$ cat config.mk
export PLATFORM = sky130hd
export DESIGN_NAME = uart_tx_arbiter
export DESIGN_NICKNAME = d
export VERILOG_FILES = /design/src/rtl/uart_tx_arbiter.sv
export SDC_FILE = /design/constraint.sdc
export NUM_CORES = 1
export LEC_CHECK = 0
export CAP_MARGIN = 40
export CORE_AREA = 8 8 73 75
export CTS_BUF_LIST = sky130_fd_sc_hd__clkbuf_2 sky130_fd_sc_hd__clkbuf_4 sky130_fd_sc_hd__clkbuf_8
export DETAILED_ROUTE_END_ITERATION = 7
export DIE_AREA = 0 0 81 83
export PLACE_DENSITY = 0.77
export RECOVER_POWER = 25
export REMOVE_ABC_BUFFERS = 1
export SETUP_SLACK_MARGIN = 0.15
export SLEW_MARGIN = 40
export SYNTH_ARGS = -nofsm -noshare
export SYNTH_HDL_FRONTEND = slang
export SYNTH_SLANG_ARGS = --single-unit
$ cat constraint.sdc
create_clock -name clock -period 2 [get_ports clock]
set_input_delay 0.6 -clock clock [delete_from_list [all_inputs] [get_ports clock]]
set_output_delay 0.6 -clock clock [all_outputs]
set_load 0.03 [all_outputs]
$ cat src/rtl/uart_tx_arbiter.sv
// uart_tx_arbiter: round-robin arbiter and frame scheduler that shares one
// uart_transmit among NUM_REQ byte producers. uart_transmit has no busy
// output, so each launched frame (10 bits plus GAP_BITS idle bits) is timed
// here before the next launch is allowed.
//
// Optional build macro UART_ARB_LOCK_EN adds the req_lock input: the current
// owner keeps top priority while its lock bit is set, so a multi-byte
// message goes out back-to-back without interleaving.
//
// Handshake: req_valid[i] is raised with req_data[8i+7:8i] stable and held
// until req_ack[i] pulses for one cycle; that pulse coincides with the
// tx_data_ready launch strobe, and at most one ack bit is ever high.
module uart_tx_arbiter #(
    parameter int CLK_HZ   = 5_000_000,
    parameter int BAUD     = 9600,
    parameter int NUM_REQ  = 4,
    parameter int GAP_BITS = 1
) (
    input  logic                       clock,
    input  logic                       reset_n,
    input  logic [NUM_REQ-1:0]         req_valid,
    input  logic [8*NUM_REQ-1:0]       req_data,
`ifdef UART_ARB_LOCK_EN
    input  logic [NUM_REQ-1:0]         req_lock,
`endif
    output logic [NUM_REQ-1:0]         req_ack,
    output logic                       tx_data_ready,
    output logic [7:0]                 tx_data_in,
    output logic                       busy,
    output logic [$clog2(NUM_REQ)-1:0] cur_owner,
    output logic [1:0]                 dbg_state
);

    localparam int CLKS_PER_BIT = CLK_HZ / BAUD;
    localparam int FRAME_CLKS   = (10 + GAP_BITS) * CLKS_PER_BIT;
    localparam int CNT_W        = $clog2(FRAME_CLKS);
    localparam int OWN_W        = $clog2(NUM_REQ);

    typedef enum logic [1:0] {
        IDLE   = 2'd0,
        LAUNCH = 2'd1,
        WAIT   = 2'd2
    } state_t;

    state_t             state;
    logic [OWN_W-1:0]   ptr;
    logic [CNT_W-1:0]   count;

    logic               grant_found;
    logic [OWN_W-1:0]   grant_idx;
    logic [OWN_W:0]     cand;
    logic [OWN_W-1:0]   next_ptr;

    assign dbg_state = state;

    // Pick the first valid requester scanning upward from ptr, wrapping at NUM_REQ.
    always_comb begin
        grant_found = 1'b0;
        grant_idx   = '0;
        cand        = '0;
        for (int k = 0; k < NUM_REQ; k++) begin
            cand = {1'b0, ptr} + (OWN_W+1)'(k);
            if (cand >= (OWN_W+1)'(NUM_REQ)) begin
                cand = cand - (OWN_W+1)'(NUM_REQ);
            end
            if (!grant_found && req_valid[cand[OWN_W-1:0]]) begin
                grant_found = 1'b1;
                grant_idx   = cand[OWN_W-1:0];
            end
        end
    end

    // Priority pointer for the next scan: rotate past the owner unless it holds the lock.
    always_comb begin
        if (cur_owner == OWN_W'(NUM_REQ - 1)) begin
            next_ptr = '0;
        end else begin
            next_ptr = cur_owner + OWN_W'(1);
        end
`ifdef UART_ARB_LOCK_EN
        if (req_lock[cur_owner]) begin
            next_ptr = cur_owner;
        end
`endif
    end

    // Scheduler FSM: grant in IDLE, strobe for one LAUNCH cycle, then time the frame in WAIT.
    always_ff @(posedge clock) begin
        if (!reset_n) begin
            state         <= IDLE;
            ptr           <= '0;
            count         <= '0;
            req_ack       <= '0;
            tx_data_ready <= 1'b0;
            tx_data_in    <= 8'h00;
            busy          <= 1'b0;
            cur_owner     <= '0;
        end else begin
            case (state)
                IDLE: begin
                    req_ack       <= '0;
                    tx_data_ready <= 1'b0;
                    if (grant_found) begin
                        tx_data_in    <= req_data[8*grant_idx +: 8];
                        cur_owner     <= grant_idx;
                        req_ack       <= NUM_REQ'(1) << grant_idx;
                        tx_data_ready <= 1'b1;
                        busy          <= 1'b1;
                        state         <= LAUNCH;
                    end
                end
                LAUNCH: begin
                    // Load FRAME_CLKS-2 so WAIT lasts FRAME_CLKS-1 cycles and busy
                    // spans exactly FRAME_CLKS cycles including this one.
                    req_ack       <= '0;
                    tx_data_ready <= 1'b0;
                    count         <= CNT_W'(FRAME_CLKS - 2);
                    state         <= WAIT;
                end
                WAIT: begin
                    if (count == '0) begin
                        state <= IDLE;
                        busy  <= 1'b0;
                        ptr   <= next_ptr;
                    end else begin
                        count <= count - CNT_W'(1);
                    end
                end
                default: begin
                    state <= IDLE;
                end
            endcase
        end
    end

endmodule

==> qor.yml, run 1 <==
clock_latency_ns: 0.28
syn-cell-area_um2: 1758
grt_max_degree: 23
fmax_mhz: 514.6
finalPower_w: 0.002179
vias_per_cell: 5.578
yosysTopAreaCell: "dfxtp_1"
antenna_found_initial: 0
cap_violations: 0
status: "finished, final reports clean"
gp_congestion: 0.7782
core_area_um2: 4204
worstHoldStart: "busy"
cts_buffers: 5
ys.flop_type: "dfxtp_1"
power_density_nw_per_um2: 783.0
route.detailed.drc: 0
end_kind: "flip-flop"
portBuffers: 55
drv_slew: 0
wl_um: 5451
vdd_drop_max_v: 0.0004357
rsz0062_at_grt: "yes"
start_util_pct: 41.82
nets: 327
gr-usage-all-layers_pct: 16.73
cts_max_level: 2
cp-startpoint: "count[0]"
die_area_um2: 6723
ys_seq_area_share_pct: 37.58
clock-root-buffer: "clkbuf_8"
grt_pass1_vias: 2016
diodes: 0
leakage_nw: 1.154
hold_path_class: "flip-flop to flip-flop"
routedWlPerCell_um: 16.08
syn_inst: 205
syn-mean-instance-area_um2: 8.575
cts_tree: "done"
area_delta_synth_final_pct: 58.29
fin_skew_ns: 0.002673
dieWidth_um: 81
grt_overflow: 0
finalSetupViolations: 0
drt_pass1_iterations: 4
yosysMostFrequentCell: "dfxtp_1"
synthDistinctLibCells: 41
via_count: 1891
hold_violations: 0
ys_warn_count: 0
multiInputGateArea_um2: 1122
ff_latch_area_um2: 664.4
antenna_left: 0
worstMarginPinSlew_ns: 0.4743
path_clk_slew_ns: 0.07
final_core_util_pct: 66.19
clk_path_buf_depth: 2
cp.required_ns: 2.22
critPathArrivalTime_ns: 2.16
r2r_start: "count[0]"
yosys.area.top_type_share_pct: 37.58
period_needed_ns: 1.943
fillers: 348
drt_iter0_drc: 92
num_io_pins: 56
synth-async-reset-ratio_pct: 0
crit_type: "flip-flop to flip-flop"
cts_sinks: 33
relSlewSlack_pct: 68.14
place_hpwl_um: 3740
cts_hold_buf: 0
ys_ff_latch: 33
drive_gt1_share_pct: 25.09
row_count: 24
fin_crit_sh_pct: 97.17
crit_path_max_fanout: 4
synth-edff-count: 0
grt_pass1_wl_um: 9149
die_y_um: 83
synth.top_cells.by_area: "dfxtp_1 (38%), a222oi_1 (4.6%), o21ai_0 (4.3%)"
cp-start-kind: "flip-flop"
synth.cells.most_frequent: "dfxtp_1 (33), nand2_1 (16), o21ai_0 (15)"
==> final timing paths <==
path | endpoint | slack (ns) | cells after the start
max | count[8] | 0.06 | 7
min | busy | 0.51 | 2
min reg2reg | busy | 0.51 | 2
max reg2reg | count[8] | 0.06 | 7
==> area by class of cell <==
class | instances | area share, %
sequential | 33 | 23.88
clock inverter | 2 | 0.3597
clock buffer | 6 | 2.743
tap | 52 | 2.338
multi-input combinational | 151 | 40.33
timing repair buffer | 88 | 29.41
inverter | 7 | 0.9442
==> per-stage QoR <==
step | instances | setup TNS, ns | hold WS, ns | area (um^2) | setup WS (ns)
final | 339 | 0 | 0.5131 | 2783 | 0.05658
after global placement | 326 | -5.097 | 0.4890 | 2562 | -0.4043
after global routing | 339 | 0 | 0.5538 | 2783 | 0.006674
after floorplan | 189 | -4.397 | 0.4672 | 1694 | -0.3163
after CTS | 337 | 0 | 0.5181 | 2735 | 0.07912
after detailed placement | 326 | -5.356 | 0.5065 | 2562 | -0.4333
==> placed cells by master (no fill, tap or decap), types with 4 or more instances in the layout <==
master	Yosys	routed
inv_1	7	4
xnor2_1	4	4
nor2_1	8	8
a22oi_1	4	4
a21boi_0	7	4
nor2b_1	10	8
a222oi_1	8	8
a31oi_1	9	8
clkbuf_8	0	5
dfxtp_1	33	30
a21oi_1	10	9
o21ai_0	15	14
or4_4	2	5
clkdlybuf4s50_1	0	33
nor4_1	6	4
nand2b_1	8	7
mux2i_1	4	4
nand2_1	16	16
dlygate4sd2_1	0	21
a21boi_1	1	4
buf_4	1	28
==> worst max-delay path, stage by stage, from the launching register on <==
cell and delay (ns):
dfxtp_2 0.32, inv_2 0.08, ha_4 0.12, inv_2 0.03
or4_4 0.50, buf_6 0.15, or4_4 0.51, a21boi_1 0.15
==> cell families (layout without fill, tap and decap cells) <==
logic type,Yosys count,in the layout,share of synthesized area [%]
buffers and inverters,23,103,5.125
and+or+nand+nor,73,73,25.41
xor gates and xnor gates,4,4,1.993
muxes,4,4,2.278
DFF,33,33,37.58
AOI/OAI and AO/OA,65,67,25.48
adders and majority gates,3,3,2.135
==> flip-flops by register name, summed over array words and instances, names as in the netlist <==
register,count
count,13
tx_data_in,8
req_ack,4
cur_owner,2
dbg_state,2
ptr,2
busy,1
tx_data_ready,1
==> layer usage <==
metal	wire length, um	vias to the layer above	track usage (%)
met5	0	-	0
met4	92	0	5.854
met3	596	10	9.698
met2	2491	71	25.77
met1	2270	869	18.53
li1	-	941	-
==> repair_timing <==
| action | CTS | global route |
|---|---|---|
| pin swaps | 12 | 3 |
| buffers inserted | 1 | 2 |
| hold endpoints to repair | 0 | 0 |
| endpoints found under the setup margin | 50 | 22 |
| gates cloned | 2 | 0 |
| gates resized for setup | 39 | 15 |
==> power by group <==
group          internal, W  total [W]  switching (W)
clock network     0.000254   0.000495       0.000241
registers         0.000745   0.000814      0.0000691
logic             0.000424   0.000870       0.000446
total              0.00142    0.00218       0.000756
Note: power is estimated with default switching activity, not from simulation.
==> run 2, diff against run 1 <==
--- a/config.mk
+++ b/config.mk
@@ -10,6 +10,7 @@
 export CTS_BUF_LIST = sky130_fd_sc_hd__clkbuf_2 sky130_fd_sc_hd__clkbuf_4 sky130_fd_sc_hd__clkbuf_8
 export DETAILED_ROUTE_END_ITERATION = 7
 export DIE_AREA = 0 0 81 83
+export HOLD_SLACK_MARGIN = 0.08
 export PLACE_DENSITY = 0.77
 export RECOVER_POWER = 25
 export REMOVE_ABC_BUFFERS = 1
==> results of run 2 <==
Final layout, timing and power as in run 1 (identical DEF).
